`config.mk`:
```
export PLATFORM = sky130hd
export DESIGN_NAME = fround_issue
export DESIGN_NICKNAME = d
export VERILOG_FILES = /design/src/rtl/fround_pkg.sv /design/src/rtl/fround_unpack.sv /design/src/rtl/fround_issue.sv
export SDC_FILE = /design/constraint.sdc
export NUM_CORES = 1
export LEC_CHECK = 0
export ABC_CLOCK_PERIOD_IN_PS = 1850
export BUFFER_PORTS_ARGS = -buffer_cell sky130_fd_sc_hd__buf_2
export CORE_MARGIN = 2
export CORE_UTILIZATION = 52
export CTS_BUF_LIST = sky130_fd_sc_hd__clkbuf_8
export DETAILED_ROUTE_END_ITERATION = 12
export GPL_ROUTABILITY_DRIVEN = 1
export PLACE_DENSITY_LB_ADDON = 0.2
export SYNTH_ARGS = -nofsm -noshare
export SYNTH_HDL_FRONTEND = slang
export SYNTH_HIERARCHICAL = 1
export SYNTH_SLANG_ARGS = --single-unit
```
`constraint.sdc`:
```
create_clock -name clk -period 1.85 [get_ports clk]
set_clock_uncertainty 0.05 [all_clocks]
set_input_delay 0.37 -clock clk [delete_from_list [all_inputs] [get_ports clk]]
set_output_delay 0.37 -clock clk [all_outputs]
set_load 0.02 [all_outputs]
```
`src/rtl/fround_pkg.sv`:
```
`default_nettype none
// ============================================================================
//  Module      : fround_pkg
//  Description : Shared definitions for the fround/froundnx issue stage:
//                format encodings, per-format field geometry, rounding-mode
//                encodings and the unpacked-operand record.
//  Revision    : 1.0 - initial release
// ============================================================================
package fround_pkg;

    // Format field encodings
    localparam logic [1:0] FMT_S = 2'b00;
    localparam logic [1:0] FMT_D = 2'b01;
    localparam logic [1:0] FMT_H = 2'b10;
    localparam logic [1:0] FMT_Q = 2'b11;

    // Widest supported format (double) sets the unpacked field widths
    localparam int NE_W = 11;
    localparam int NF_W = 52;

    // Per-format exponent width, fraction width and bias
    localparam int S_NE   = 8;
    localparam int S_NF   = 23;
    localparam int S_BIAS = 127;
    localparam int D_NE   = 11;
    localparam int D_NF   = 52;
    localparam int D_BIAS = 1023;
    localparam int H_NE   = 5;
    localparam int H_NF   = 10;
    localparam int H_BIAS = 15;

    // Offset added to a normal narrow exponent to re-bias it to the wide bias
    localparam int S_OFFSET = D_BIAS - S_BIAS;  // 896
    localparam int H_OFFSET = D_BIAS - H_BIAS;  // 1008

    // Fraction-bit counts reported downstream
    localparam int NF_S = S_NF;
    localparam int NF_D = D_NF;
    localparam int NF_H = H_NF;

    // Rounding-mode encodings
    localparam logic [2:0] RNE = 3'b000;
    localparam logic [2:0] RZ  = 3'b001;
    localparam logic [2:0] RDN = 3'b010;
    localparam logic [2:0] RUP = 3'b011;
    localparam logic [2:0] RMM = 3'b100;
    localparam logic [2:0] DYN = 3'b111;

    // Operand after unpacking into the widest format's field layout
    typedef struct packed {
        logic              sign;
        logic [NE_W-1:0]   exp;
        logic [NF_W:0]     sig;   // U1.NF, hidden bit in the MSB
        logic              nan;
        logic              snan;
    } unpacked_t;

endpackage
`default_nettype wire

```
`src/rtl/fround_unpack.sv`:
```
`default_nettype none
// ============================================================================
//  Module      : fround_unpack
//  Description : Combinational operand unpacker. Splits a NaN-boxed packed
//                operand into sign, exponent re-biased to the wide bias,
//                left-aligned U1.NF significand and NaN classification.
//  Ports       : X   (in)  packed operand, narrow formats NaN-boxed
//                Fmt (in)  format select
//                u   (out) unpacked operand record
//  Revision    : 1.0 - initial release
// ============================================================================
module fround_unpack
    import fround_pkg::*;
#(
    parameter int FLEN = 64,
    parameter int BIAS = 1023
) (
    input  logic [FLEN-1:0] X,
    input  logic [1:0]      Fmt,
    output unpacked_t       u
);

    localparam int c_S_OFF = BIAS - S_BIAS;
    localparam int c_H_OFF = BIAS - H_BIAS;

    logic              w_sbox;
    logic              w_hbox;
    logic [S_NE-1:0]   w_se;
    logic [S_NF-1:0]   w_sf;
    logic [H_NE-1:0]   w_he;
    logic [H_NF-1:0]   w_hf;
    logic [D_NE-1:0]   w_de;
    logic [D_NF-1:0]   w_df;

    assign w_sbox = &X[63:32];
    assign w_hbox = &X[63:16];
    assign w_se   = X[30:23];
    assign w_sf   = X[22:0];
    assign w_he   = X[14:10];
    assign w_hf   = X[9:0];
    assign w_de   = X[62:52];
    assign w_df   = X[51:0];

    always_comb begin
        u = '0;
        case (Fmt)
            FMT_D: begin
                u.sign = X[63];
                u.exp  = w_de;
                u.sig  = {(|w_de), w_df};
                u.nan  = (&w_de) & (|w_df);
                u.snan = (&w_de) & (|w_df) & ~w_df[D_NF-1];
            end
            FMT_S: begin
                if (!w_sbox) begin
                    // Improperly boxed value reads as the canonical quiet NaN
                    u.sign = 1'b0;
                    u.exp  = '1;
                    u.sig  = {2'b11, {(NF_W-1){1'b0}}};
                    u.nan  = 1'b1;
                    u.snan = 1'b0;
                end else begin
                    u.sign = X[31];
                    if (w_se == '0)
                        u.exp = '0;
                    else if (&w_se)
                        u.exp = '1;
                    else
                        u.exp = NE_W'(w_se) + NE_W'(c_S_OFF);
                    u.sig  = {(|w_se), w_sf, {(NF_W-S_NF){1'b0}}};
                    u.nan  = (&w_se) & (|w_sf);
                    u.snan = (&w_se) & (|w_sf) & ~w_sf[S_NF-1];
                end
            end
            FMT_H: begin
                if (!w_hbox) begin
                    u.sign = 1'b0;
                    u.exp  = '1;
                    u.sig  = {2'b11, {(NF_W-1){1'b0}}};
                    u.nan  = 1'b1;
                    u.snan = 1'b0;
                end else begin
                    u.sign = X[15];
                    if (w_he == '0)
                        u.exp = '0;
                    else if (&w_he)
                        u.exp = '1;
                    else
                        u.exp = NE_W'(w_he) + NE_W'(c_H_OFF);
                    u.sig  = {(|w_he), w_hf, {(NF_W-H_NF){1'b0}}};
                    u.nan  = (&w_he) & (|w_hf);
                    u.snan = (&w_he) & (|w_hf) & ~w_hf[H_NF-1];
                end
            end
            default: u = '0;  // quad is never enqueued
        endcase
    end

endmodule
`default_nettype wire

```
`src/rtl/fround_issue.sv`:
```
`default_nettype none
// ============================================================================
//  Module      : fround_issue
//  Description : Issue/operand stage for the round-to-integer datapath.
//                Accepts packed operands, resolves the rounding mode,
//                rejects illegal requests, unpacks operands and holds up to
//                two requests in a skid buffer whose head drives the outputs.
//  Ports       : clk, reset_n         clock, async active-low reset
//                FlushE               synchronous flush of buffered requests
//                InValid/InReady      request handshake
//                X, FmtIn, InstrFrm, CsrFrm, NXEnIn   request payload
//                OutValid/OutReady    head handshake
//                Xs, Xe, Xm, XNaN, XSNaN, Fmt, Frm, Nf, ZfaFRoundNX  head
//                IllegalOp            pulse for a rejected request
//  Revision    : 1.0 - initial release
// ============================================================================
module fround_issue
    import fround_pkg::*;
#(
    parameter int FLEN    = 64,
    parameter int NE      = 11,
    parameter int NF      = 52,
    parameter int BIAS    = 1023,
    parameter int FMTBITS = 2,
    parameter int LOGFLEN = 6,
    parameter int HAS_H   = 0
) (
    input  logic               clk,
    input  logic               reset_n,
    input  logic               FlushE,
    input  logic               InValid,
    output logic               InReady,
    input  logic [FLEN-1:0]    X,
    input  logic [FMTBITS-1:0] FmtIn,
    input  logic [2:0]         InstrFrm,
    input  logic [2:0]         CsrFrm,
    input  logic               NXEnIn,
    output logic               OutValid,
    input  logic               OutReady,
    output logic               Xs,
    output logic [NE-1:0]      Xe,
    output logic [NF:0]        Xm,
    output logic               XNaN,
    output logic               XSNaN,
    output logic [FMTBITS-1:0] Fmt,
    output logic [2:0]         Frm,
    output logic [LOGFLEN-1:0] Nf,
    output logic               ZfaFRoundNX,
    output logic               IllegalOp
);

    // Buffer state
    logic [1:0]          r_count;
    logic                r_rd;
    logic                r_wr;
    logic                r_illegal;
    unpacked_t           r_op  [2];
    logic [FMTBITS-1:0]  r_fmt [2];
    logic [2:0]          r_frm [2];
    logic [LOGFLEN-1:0]  r_nf  [2];
    logic                r_nx  [2];

    logic [2:0]          w_rm;
    logic                w_illegal;
    logic                w_accept;
    logic                w_enq;
    logic                w_deq;
    logic [LOGFLEN-1:0]  w_nf;
    unpacked_t           w_unp;

    fround_unpack #(
        .FLEN (FLEN),
        .BIAS (BIAS)
    ) u_unpack (
        .X   (X),
        .Fmt (FmtIn[1:0]),
        .u   (w_unp)
    );

    assign w_rm = (InstrFrm == DYN) ? CsrFrm : InstrFrm;

    // rm 101..111 are reserved; quad never legal; half only when built in
    assign w_illegal = (w_rm[2] & (w_rm[1] | w_rm[0]))
                     | (FmtIn == FMT_Q)
                     | ((FmtIn == FMT_H) && (HAS_H == 0));

    // Ready depends only on the registered occupancy
    assign InReady  = (r_count != 2'd2);
    assign OutValid = (r_count != 2'd0);

    assign w_accept = InValid & InReady;
    assign w_enq    = w_accept & ~w_illegal & ~FlushE;
    assign w_deq    = OutValid & OutReady;

    always_comb begin
        w_nf = '0;
        case (FmtIn)
            FMT_S:   w_nf = LOGFLEN'(NF_S);
            FMT_D:   w_nf = LOGFLEN'(NF_D);
            FMT_H:   w_nf = LOGFLEN'(NF_H);
            default: w_nf = '0;
        endcase
    end

    always_ff @(posedge clk or negedge reset_n) begin
        if (!reset_n) begin
            r_count   <= 2'd0;
            r_rd      <= 1'b0;
            r_wr      <= 1'b0;
            r_illegal <= 1'b0;
            for (int i = 0; i < 2; i++) begin
                r_op[i]  <= '0;
                r_fmt[i] <= '0;
                r_frm[i] <= '0;
                r_nf[i]  <= '0;
                r_nx[i]  <= 1'b0;
            end
        end else begin
            r_illegal <= w_accept & w_illegal & ~FlushE;
            if (FlushE) begin
                r_count <= 2'd0;
                r_rd    <= 1'b0;
                r_wr    <= 1'b0;
            end else begin
                if (w_enq) begin
                    r_op[r_wr]  <= w_unp;
                    r_fmt[r_wr] <= FmtIn;
                    r_frm[r_wr] <= w_rm;
                    r_nf[r_wr]  <= w_nf;
                    r_nx[r_wr]  <= NXEnIn;
                    r_wr        <= ~r_wr;
                end
                if (w_deq)
                    r_rd <= ~r_rd;
                case ({w_enq, w_deq})
                    2'b10:   r_count <= r_count + 2'd1;
                    2'b01:   r_count <= r_count - 2'd1;
                    default: r_count <= r_count;
                endcase
            end
        end
    end

    assign Xs          = r_op[r_rd].sign;
    assign Xe          = r_op[r_rd].exp;
    assign Xm          = r_op[r_rd].sig;
    assign XNaN        = r_op[r_rd].nan;
    assign XSNaN       = r_op[r_rd].snan;
    assign Fmt         = r_fmt[r_rd];
    assign Frm         = r_frm[r_rd];
    assign Nf          = r_nf[r_rd];
    assign ZfaFRoundNX = r_nx[r_rd];
    assign IllegalOp   = r_illegal;

endmodule
`default_nettype wire

```
==> results.sh <==
export IMPL_criticalPathCategory="flip-flop to output port"
export IMPL_fp_coreArea_um2=15710
export IMPL_final_nets=1059
export IMPL_powerDensity_nw_per_um2=793.4
export IMPL_power_frac_comb=0.294
export IMPL_tritoncts="done"
export IMPL_max_stage_delay_ns=0.44
export IMPL_cp_arrival_ns=1.77
export IMPL_clockBufferDepth=2
export IMPL_hold_viol_final=0
export IMPL_final_common_cell="dfrtp_1"
export IMPL_die_w_um=130.2
export IMPL_dp_hpwl_mm=18.36
export IMPL_clock_fmax_ghz=0.4561
export IMPL_syn_avg_cell_area_um2=12.25
export IMPL_tightest_slew_ns=0.4506
export IMPL_p_leak_nw=6.043
export IMPL_track_usage=0.3409
export IMPL_grt_max_degree=44
export IMPL_grt_pass1_vias=7660
export IMPL_vias=7380
export IMPL_vias_per_cell=6.094
export IMPL_intPower_mw=6.597
export IMPL_ys_warn_count=6
export IMPL_preCtsSetupSlack_ns=-0.5895
export IMPL_overflow=0
export IMPL_hold_class="input port to flip-flop"
export IMPL_crit_chain="buf_12 -> buf_16 -> mux2_2 -> buf_2"
export IMPL_first_iter_violations=715
export IMPL_finalCritPeriodShare=1.185
export IMPL_clk_pin_slew_ns=0.09
export IMPL_grt_pass1_wl_mm=43.15
export IMPL_root_buffer="clkbuf_8"
export IMPL_path_max_fanout=19
export IMPL_outcome="complete, but fails checks"
export IMPL_synthFlopType="dfrtp_1"
export IMPL_drt_total_wl_mm=28.67
export IMPL_area_growth_syn_to_layout_pct=45.77
export IMPL_antenna_found_initial=1
export IMPL_io_buffers=159
export IMPL_rsz0062_at_grt="yes"
export IMPL_synth_edf_count=0
export IMPL_cp_required_ns=1.43
export IMPL_max_slew_margin=0.6996
export IMPL_initial_core_util=0.5270
export IMPL_fp_dieH_um=130.2
export IMPL_ys_types=51
export IMPL_ir_drop_mv=0.4861
export IMPL_htreeDepth=4
export IMPL_fin_ws_ns=-0.3425
export IMPL_violations="negative setup slack"
export IMPL_routedWlPerCell_um=23.67
export IMPL_start_kind="flip-flop"
export IMPL_fin_util=0.7682
export IMPL_fin_cells=1211
export IMPL_switching_share=0.3111
export IMPL_fin_crit_ns=2.193
export IMPL_ant_nets=0
export IMPL_num_io_pins=160
export IMPL_syn_inst=676
export IMPL_drc=0
export IMPL_rows=46
export IMPL_crit_path_end_kind="output port"
export IMPL_dp_cells=1135
export IMPL_synth_fp_nets=754
export IMPL_drtPass1Iterations=5
export IMPL_max_cap_violations=0
export IMPL_clk_latency_ns=0.46
export IMPL_clkPwrFrac=0.263
export IMPL_async_flop_share=1.000
export IMPL_layout_common_cells="dfrtp_1, buf_4, mux2_2"
export IMPL_drive_gt1_frac=0.6097
export IMPL_ys_seq_area_frac=0.4866
export IMPL_die_area_um2=16950
export IMPL_gp_congestion=0.9537
export IMPL_cts_buffers=17
export IMPL_syn_area_um2=8280
export IMPL_p_sw_mw=2.979
export IMPL_cpMaxStageDelayCell="dfrtp_4"
export IMPL_power_mw=9.577
export IMPL_cts_sinks=161
export IMPL_synth_ff_latch_count=161
export IMPL_slew_violations=0
export IMPL_power_frac_seq=0.443
export IMPL_setup_viol_count_final=231
[cells in the mapped netlist, types with 3 or more instances]
cell / count / area (um2)
mux2_2: 203 / 2286
dfrtp_1: 161 / 4029
and3_1: 37 / 231.5
o21ai_0: 25 / 125.1
clkbuf_1: 24 / 90.09
nand2_1: 21 / 78.83
nor2_1: 21 / 78.83
inv_1: 16 / 60.06
buf_2: 15 / 75.07
nand4_1: 14 / 87.58
a22o_1: 13 / 113.9
nor4_1: 12 / 75.07
a21oi_1: 10 / 50.05
a221o_1: 10 / 100.1
mux2_4: 10 / 150.1
mux2i_1: 10 / 100.1
nand3_1: 6 / 30.03
nor2b_1: 6 / 37.54
nor3_1: 6 / 30.03
o21ai_1: 6 / 30.03
a31oi_1: 3 / 18.77
buf_4: 3 / 22.52
o211ai_1: 3 / 22.52
or3_1: 3 / 18.77
or4_1: 3 / 22.52
[stage by stage]
stage | area [um2] | hold WS (ns) | TNS [ns]
after floorplan | 8338 | 0.02441 | -14.87
after global placement | 10350 | 0.2738 | -38.54
after detailed placement | 10350 | 0.2790 | -43.24
after CTS | 11900 | 0.1009 | -50.38
after global routing | 12070 | 0.09189 | -58.11
final | 12070 | 0.1175 | -48.03
[power groups by stage]
stage	logic, mW	clock network [mW]	registers [mW]
after detailed placement	2.31	0	4.27
after CTS	2.66	2.53	4.21
final	2.82	2.52	4.24
after global placement	2.24	0	4.23
after floorplan	1.39	0	4.19
after global routing	2.97	2.70	4.28
[critical path: cells and delay by family, from the launching register on]
| kind | cells | cell delay [ns] |
|---|---|---|
| multiplexers | 1 | 0.39 |
| flip-flops | 1 | 0.44 |
| buffers and inverters | 3 | 0.49 |
[what timing repair did]
action                                  4_1_cts  5_1_grt
pin swaps                                     6        8
gates cloned                                 18        1
gates resized for setup                     140       66
endpoints found under the hold margin        39        0
setup buffers                                21       11
endpoints found under the setup margin      224      236
hold buffers                                  1        0
[path summary, 6_finish.rpt]
check                                       start               endpoint  slack (ns)  cells after the start
setup / recovery                 r_rd$_DFFE_PN0P_                  Xe[2]       -0.34                      4
hold / removal                             NXEnIn    r_nx[0]$_DFFE_PN0P_        0.12                      2
setup reg to reg           r_count[1]$_DFFE_PN0P_  r_op[117]$_DFFE_PN0P_       -0.29                      7
hold reg to reg              r_nf[10]$_DFFE_PN0P_   r_nf[10]$_DFFE_PN0P_        0.42                      1
max in group asynchronous                 reset_n    r_op[5]$_DFFE_PN0P_        0.79                      3
min in group asynchronous                 reset_n  r_op[129]$_DFFE_PN0P_        0.35                      2
[logic make-up (layout without fill, tap and decap cells)]
logic type | Yosys count | count (layout) | share of synthesized area
AOI/OAI and AO/OA | 84 | 84 | 0.06966
xor gates and xnor gates | 2 | 2 | 0.002116
buffers and inverters | 61 | 378 | 0.03309
DFF | 161 | 161 | 0.4866
muxes | 223 | 223 | 0.3063
other | 0 | 1 | 0
and+or+nand+nor | 145 | 146 | 0.1023
[metal layers]
metal  up-vias  global-route usage  share of wire
met1      3667              0.4481           0.40
met2       478              0.5593           0.48
met5         -                   0              0
met4         0              0.1259          0.034
met3       101             0.07380          0.088
li1       3134                   -              -
[sequential cells by signal, indices dropped and copies added, names as in the netlist]
name	flops
r_frm	6
r_wr	1
IllegalOp	1
r_nx	2
r_fmt	4
r_op	134
r_nf	10
r_count	2
r_rd	1
[final cells by class]
type                       instances  area [um2]
sequential                       161        4033
multi-input combinational        455        4427
timing repair buffer             329        2884
clock inverter                    12       110.1
antenna                            1       2.502
clock buffer                      20       275.3
fill                            1011        3642
inverter                          17       68.82
tap                              216       270.3
Power figures use the tool's default switching activity.
